<file path="src/rtl/mux_pack_n.sv">
// mux_pack_n: packs RATIO narrow input beats into one wide output word.
// Beats fill lanes 0..RATIO-1. A full word, or a flushed partial word, is
// loaded into a one-deep output register with valid/ready handshaking.
// Unfilled lanes of a partial word carry PAD_VAL, and lanes_out reports
// how many lanes hold real data.
module mux_pack_n #(
    parameter int              IN_W      = 8,
    parameter int              RATIO     = 4,
    parameter int              MSB_FIRST = 1,
    parameter logic [IN_W-1:0] PAD_VAL   = '0
) (
    input  logic                         clk_4f,
    input  logic                         reset,
    input  logic [IN_W-1:0]              data_in,
    input  logic                         valid_in,
    input  logic                         flush_in,
    output logic                         ready_in,
    output logic [IN_W*RATIO-1:0]        data_out,
    output logic                         valid_out,
    input  logic                         ready_out,
    output logic [$clog2(RATIO+1)-1:0]   lanes_out,
    output logic                         busy
);

    localparam int CW = $clog2(RATIO);
    localparam int LW = $clog2(RATIO + 1);

    logic [CW-1:0]                 cnt_reg;
    logic [RATIO-1:0][IN_W-1:0]    acc_reg;
    logic [RATIO-1:0][IN_W-1:0]    lane_val;
    logic [IN_W*RATIO-1:0]         word_next;
    logic [LW-1:0]                 lanes_next;
    logic                          accept;
    logic                          last_beat;
    logic                          do_flush;
    logic                          emit;

    // The output register can take a new word whenever it is empty or being drained.
    assign ready_in   = !valid_out || ready_out;
    assign accept     = valid_in && ready_in;
    assign last_beat  = accept && (cnt_reg == CW'(RATIO - 1));
    // A flush with nothing held and no beat arriving is a no-op.
    assign do_flush   = flush_in && ready_in && (accept || (cnt_reg != '0));
    assign emit       = last_beat || do_flush;
    // The beat arriving this cycle (if any) counts as a real lane.
    assign lanes_next = LW'(cnt_reg) + LW'(accept);
    assign busy       = (cnt_reg != '0);

    // Build the outgoing word: held lanes, then the arriving beat, then padding.
    generate
        for (genvar gi = 0; gi < RATIO; gi++) begin : g_lane
            assign lane_val[gi] = (CW'(gi) < cnt_reg)                  ? acc_reg[gi] :
                                  (accept && (cnt_reg == CW'(gi)))     ? data_in     :
                                                                         PAD_VAL;
            if (MSB_FIRST != 0) begin : g_msb
                assign word_next[(RATIO-1-gi)*IN_W +: IN_W] = lane_val[gi];
            end else begin : g_lsb
                assign word_next[gi*IN_W +: IN_W] = lane_val[gi];
            end
        end
    endgenerate

    // Accumulator: store each accepted beat in the lane selected by the counter.
    always_ff @(posedge clk_4f or posedge reset) begin
        if (reset) begin
            acc_reg <= '0;
        end else if (accept) begin
            acc_reg[cnt_reg] <= data_in;
        end
    end

    // Lane counter and output word register with handshake.
    always_ff @(posedge clk_4f or posedge reset) begin
        if (reset) begin
            cnt_reg   <= '0;
            data_out  <= '0;
            lanes_out <= '0;
            valid_out <= 1'b0;
        end else if (emit) begin
            cnt_reg   <= '0;
            data_out  <= word_next;
            lanes_out <= lanes_next;
            valid_out <= 1'b1;
        end else begin
            if (ready_out) begin
                valid_out <= 1'b0;
            end
            if (accept) begin
                cnt_reg <= cnt_reg + 1'b1;
            end
        end
    end

endmodule

</file>
<file path="config.mk">
export PLATFORM = sky130hd
export DESIGN_NAME = mux_pack_n
export DESIGN_NICKNAME = d
export VERILOG_FILES = /design/src/rtl/mux_pack_n.sv
export SDC_FILE = /design/constraint.sdc
export NUM_CORES = 1
export LEC_CHECK = 0
export BUFFER_PORTS_ARGS = -buffer_cell sky130_fd_sc_hd__buf_2
export CORE_MARGIN = 10
export CORE_UTILIZATION = 30
export CTS_CLUSTER_SIZE = 25
export DETAILED_ROUTE_END_ITERATION = 7
export SLEW_MARGIN = 20
export SYNTH_ARGS = -nofsm -noshare
export SYNTH_HDL_FRONTEND = slang
export SYNTH_SLANG_ARGS = --single-unit
</file>
<file path="constraint.sdc">
create_clock -name clk_4f -period 3 [get_ports clk_4f]
set_clock_uncertainty 0.2 [all_clocks]
set_input_delay 0.15 -clock clk_4f [delete_from_list [all_inputs] [get_ports clk_4f]]
set_output_delay 0.15 -clock clk_4f [all_outputs]
set_load 0.01 [all_outputs]
</file>
* Yosys cells after proc, flatten, opt, wreduce, memory -nomap -nowiden
Cells that the tools add are included.
** Operators by class
- Add/subtract/negate cells :: 2
- Reduce and logical (&&, ||, !) cells :: 16
- Magnitude comparators :: 6
- Equal/unequal tests :: 3
- Mux-type cells :: 15
** Operator list (number)
- 2-to-1 mux 8 bit :: 9
- bitwise mux 32 bit :: 1
- demux 8 bit (select 2 bit) :: 1
- logical AND 1 bit :: 8
- nonzero test 2 bit :: 3
- equality test 2 bit (second input constant) :: 2
- < comparator 1 x 2 -> 1 bit (first input constant) :: 2
- < comparator 2 bit (first input constant) :: 2
- 2-to-1 mux 2 bit :: 2
- adder 2 x 1 -> 3 bit :: 1
- logical OR 1 bit :: 3
- < comparator 2 x 3 -> 1 bit (second input constant) :: 1
- adder 2 x 1 -> 2 bit (second input constant) :: 1
- equality test 2 x 1 -> 1 bit (second input constant) :: 1
- greater-or-equal comparator 2 x 1 -> 1 bit (second input constant) :: 1
- zero test 2 bit :: 1
- 2-to-1 mux 1 bit :: 2
- zero test 1 bit :: 1
** Word-level totals
- Flip-flop bits (word level) :: 70
- Output and inout bits :: 38

* Depth between registers and ports, before layout
- Word-level depth :: 7
- Mapped depth :: 8
- Gate-level depth less buffers :: 6

* Worst setup path after synthesis
OpenSTA, ideal clock, no wires.
- Path kind :: register to register
- From :: reg cnt_reg[1]
- To :: reg data_out[14]
- Stages on the path, launching flop included :: 8
- Setup slack :: 0.664 ns
- Path buffers :: 2
- Data required time :: 2.659 ns
- Arrival :: 1.995 ns
- Cells stage by stage :: dfrtp_1 > clkbuf_1 > clkinv_1 > ha_1 > nand2b_1 > a21boi_2 > clkbuf_1 > a31oi_1
** Between the ends
- Cells in the longest elaborated chain, start to end :: 4
- Elaborated cells on any way between the ends :: 11
- Those cells by class :: 1 x order compare; 2 x eq/ne; 2 x mux; 6 x reduce/logical
** RTL lines
- from (decl) :: RTL line 28 : logic [CW-1:0] cnt_reg;
- from (signal assigned) :: RTL line 89 : cnt_reg <= cnt_reg + 1'b1;
- equality test 2 bit or nonzero test 2 bit (tied branches) :: RTL line 53, 43
- logical AND 1 bit or logical OR 1 bit (tied branches) :: RTL line 53, 43
- 2-to-1 mux 8 bit or logical AND 1 bit (tied branches) :: RTL line 53, 43
- 2-to-1 mux 8 bit or logical OR 1 bit (tied branches) :: RTL line 52, 44
- to (signal assigned) :: RTL line 81 : data_out <= word_next;
- to (decl) :: RTL line 18 : output logic [IN_W*RATIO-1:0] data_out,
Parallel ways exist; a longest one is shown, timed or not.
A chain may end at the register's enable or synchronous reset.

* Final worst setup path
- From :: reg cnt_reg[0]
- To :: reg data_out[20]
** Between the ends
- Cells in the longest elaborated chain, start to end :: 4
- Elaborated cells on any way between the ends :: 11
- Those cells by class :: 1 x order compare; 2 x eq/ne; 2 x mux; 6 x reduce/logical
** RTL lines (RTL line)
- equality test 2 x 1 -> 1 bit or nonzero test 2 bit (tied branches) :: 53, 43
- logical AND 1 bit or logical OR 1 bit (tied branches) :: 53, 43
- 2-to-1 mux 8 bit or logical AND 1 bit (tied branches) :: 53, 43
- 2-to-1 mux 8 bit or logical OR 1 bit (tied branches) :: 52, 44
Parallel ways exist; a longest one is shown, timed or not.

==> flow_summary_export.csv <==
group,metric,value,unit
critical_path,required,3.05,ns
route,dr_total_vias,1931,
critical_path,crit_chain,"inv_1 > ha_1 > nand2b_1 > a21boi_4 > buf_12 > nor2_1 > a31oi_1",
critical_path,critPathMaxFanout,34,
floorplan,initial_utilization,31.0,%
clock_network,holdBufCountCts,11,
floorplan,die_h,115,um
global_routing,grt_pass1_wl,10100,um
final_layout,nNetsFinal,312,
clock_network,clockRootBuffer,"clkbuf_8",
global_routing,grt-ovfl-total,0,
logic_synthesis,synth_ff_type,"dfrtp_1",
route,ant_nets,0,
placed_design,place_congestion,0.737,
clock_network,ctsResizeCount,0,
sta,tns,0,ns
placed_design,place_hpwl,4380,um
global_routing,use_met1,12.5,%
pwr,p_per_area,1010,nW/um2
critical_path,critPathKind,"flop to flop",
sta,slew_violations,0,
run_status,status,"finished, final reports clean",
sta,worstMarginPinSlew,0.845,ns
route,wire_per_inst,15.7,um
floorplan,core-area,8760,um2
clock_network,cts_tree,"yes",
sta,rsz0062_at_grt,"no",
global_routing,grt_max_degree,51,
route,routed_wl,6380,um
final_layout,drive_gt1_share,32.6,%
global_routing,grt.met3_usage,3.91,%
clock_network,cts_buffers,9,
logic_synthesis,synthTopCellsByArea,"dfrtp_1 (57%), mux2_2 (7.5%), nor2_1 (4.7%)",
floorplan,io_pins,51,
logic_synthesis,yosys_warnings,0,
critical_path,cp_slowest_cell,"dfrtp_1",
global_routing,track_usage,9.97,%
final_layout,n_fill_cell,862,
critical_path,slowest_delay,0.40,ns
global_routing,grt_pass1_vias,1920,
logic_synthesis,synth_seq_area_share,57.1,%
pwr,p_leak,1.55,nW
final_layout,synthToLayoutAreaGrowth,23.7,%
floorplan,rows,34,
final_layout,largest_register_ffs,32,
job,maxCapViolCount,0,
critical_path,arrival,2.11,ns
logic_synthesis,yosys-top-cells-count,"dfrtp_1 (62), nor2_1 (34), nand2_1 (26)",
logic_synthesis,synth_largest_area_cell,"dfrtp_1",
sta,slew_headroom,43.6,%
route,routed_via_density,4.76,
sta,setup_violations,0,
global_routing,gr-usage-met2,15.3,%
floorplan,fp.dieW,115,um
clock_network,numClockSinks,62,
clock_network,clk_path_buf_depth,2,
logic_synthesis,syn-num-nets,252,
logic_synthesis,synth_cells,233,
route,drt_iter0_drc,91,
route,drc,0,
global_routing,antenna_found_initial,0,
clock_network,clk_latency,0.33,ns
clock_network,post-cts-setup-buffers,0,
clock_network,clk_pin_slew,0.07,ns
logic_synthesis,syn_avg_cell_area,11.7,um2
logic_synthesis,synthArstFlopShare,100,%
logic_synthesis,synth_edf_count,0,
pwr,power,0.00339,W
critical_path,endpoint_kind,"flop",
global_routing,gr-max-usage-layer,"met2",
hold_path,hp-class,"input pin to flop",
pwr,irDropWorstVdd,0.302,mV
floorplan,dieArea,13300,um2
logic_synthesis,netlist_area,2720,um2
logic_synthesis,synth_top_area_share,57.1,%
placed_design,numPortBuffers,50,
route,dr.pass1.iters,4,
sta,period_share,68.9,%
logic_synthesis,synth.distinct_cells,26,
critical_path,crit_path_start_kind,"flop",
sta,min_period,2.07,ns
clock_network,htree_levels,3,
logic_synthesis,ys_ff_latch,62,
sta,hold_viol,0,
logic_synthesis,yosysMostFrequentCell,"dfrtp_1",
final_layout,antenna_cells,0,
sta,fmax,484,MHz
[path summary, 6_finish.rpt]
check	end	start	cells after the start	slack (ns)
max	data_out[20]	cnt_reg[0]	7	0.93
min	data_out[27]	flush_in	5	0.18
max reg2reg	data_out[20]	cnt_reg[0]	7	0.93
min reg2reg	lanes_out[1]	lanes_out[1]	2	0.30
max in group asynchronous	cnt_reg[1]	reset	4	1.61
min in group asynchronous	data_out[11]	reset	3	0.31
[logic make-up after synthesis]
logic type | count (synthesis) | synth area share, %
DFF | 62 | 57.1
xor gates and xnor gates | 1 | 0.322
AOI/OAI and AO/OA | 37 | 10.2
and+or+nand+nor | 83 | 14.0
adders and majority gates | 6 | 2.76
muxes | 24 | 10.8
buffers and inverters | 20 | 4.92
[critical path, delay by kind of cell (launching register included)]
kind	cells	cell delay [ns]
AOI/OAI and AO/OA	2	0.52
DFF	1	0.40
and+or+nand+nor	2	0.25
adders and majority gates	1	0.24
buffers and inverters	2	0.35
[where the power goes]
group	switching [W]	internal (W)
registers	0.000195	0.00121
clock network	0.000309	0.000489
logic	0.000624	0.000563
total	0.00113	0.00227
[metrics by stage]
step	util [%]	hold WS (ns)	cell area, um2	setup slack (ns)	instances
floorplan	-	0.0900	2720	0.664	233
global route	38.4	0.180	3360	0.786	406
detailed placement	34.6	0.262	3040	0.926	379
finish	38.4	0.179	3360	0.934	406
global placement	34.6	0.256	3040	0.985	379
CTS	38.3	0.164	3360	0.915	406
[cell type report]
| type | instances | area, um2 | area share [%] |
|---|---|---|---|
| clock buffer | 12 | 145 | 4.32 |
| multi-input combinational | 151 | 1040 | 31.0 |
| sequential | 62 | 1550 | 46.1 |
| clock inverter | 4 | 70.1 | 2.08 |
| timing repair buffer | 65 | 403 | 12.0 |
| inverter | 4 | 16.3 | 0.484 |
| tap | 108 | 135 | 4.02 |
[per-layer routing]
| layer | wire length [um] | up-vias | share of wire (%) |
|---|---|---|---|
| li1 | - | 935 | - |
| met1 | 3010 | 953 | 47 |
| met2 | 2990 | 37 | 47 |
| met3 | 301 | 6 | 4.7 |
| met4 | 78 | 0 | 1.2 |
| met5 | 0 | - | 0 |
[cells in the final DEF (no fill, tap or decap), types with 2 or more instances in the layout]
master         Yosys  layout
nor2_1            34      34
nand3_1            9       9
a22o_1             8       8
buf_2              5      50
nand3b_1           8       8
ha_1               6       6
a221oi_1           8       8
clkbuf_1           4       2
dfrtp_1           62      62
nand2_1           26      26
clkinv_1           2       2
dlygate4sd3_1      0      11
bufinv_16          0       2
mux2_2            18      18
buf_4              0       3
and3_1             3       3
clkbuf_8           0      10
clkinv_2           0       3
a31oi_1           16      16
mux2_4             6       6
Power figures use the tool's default switching activity.
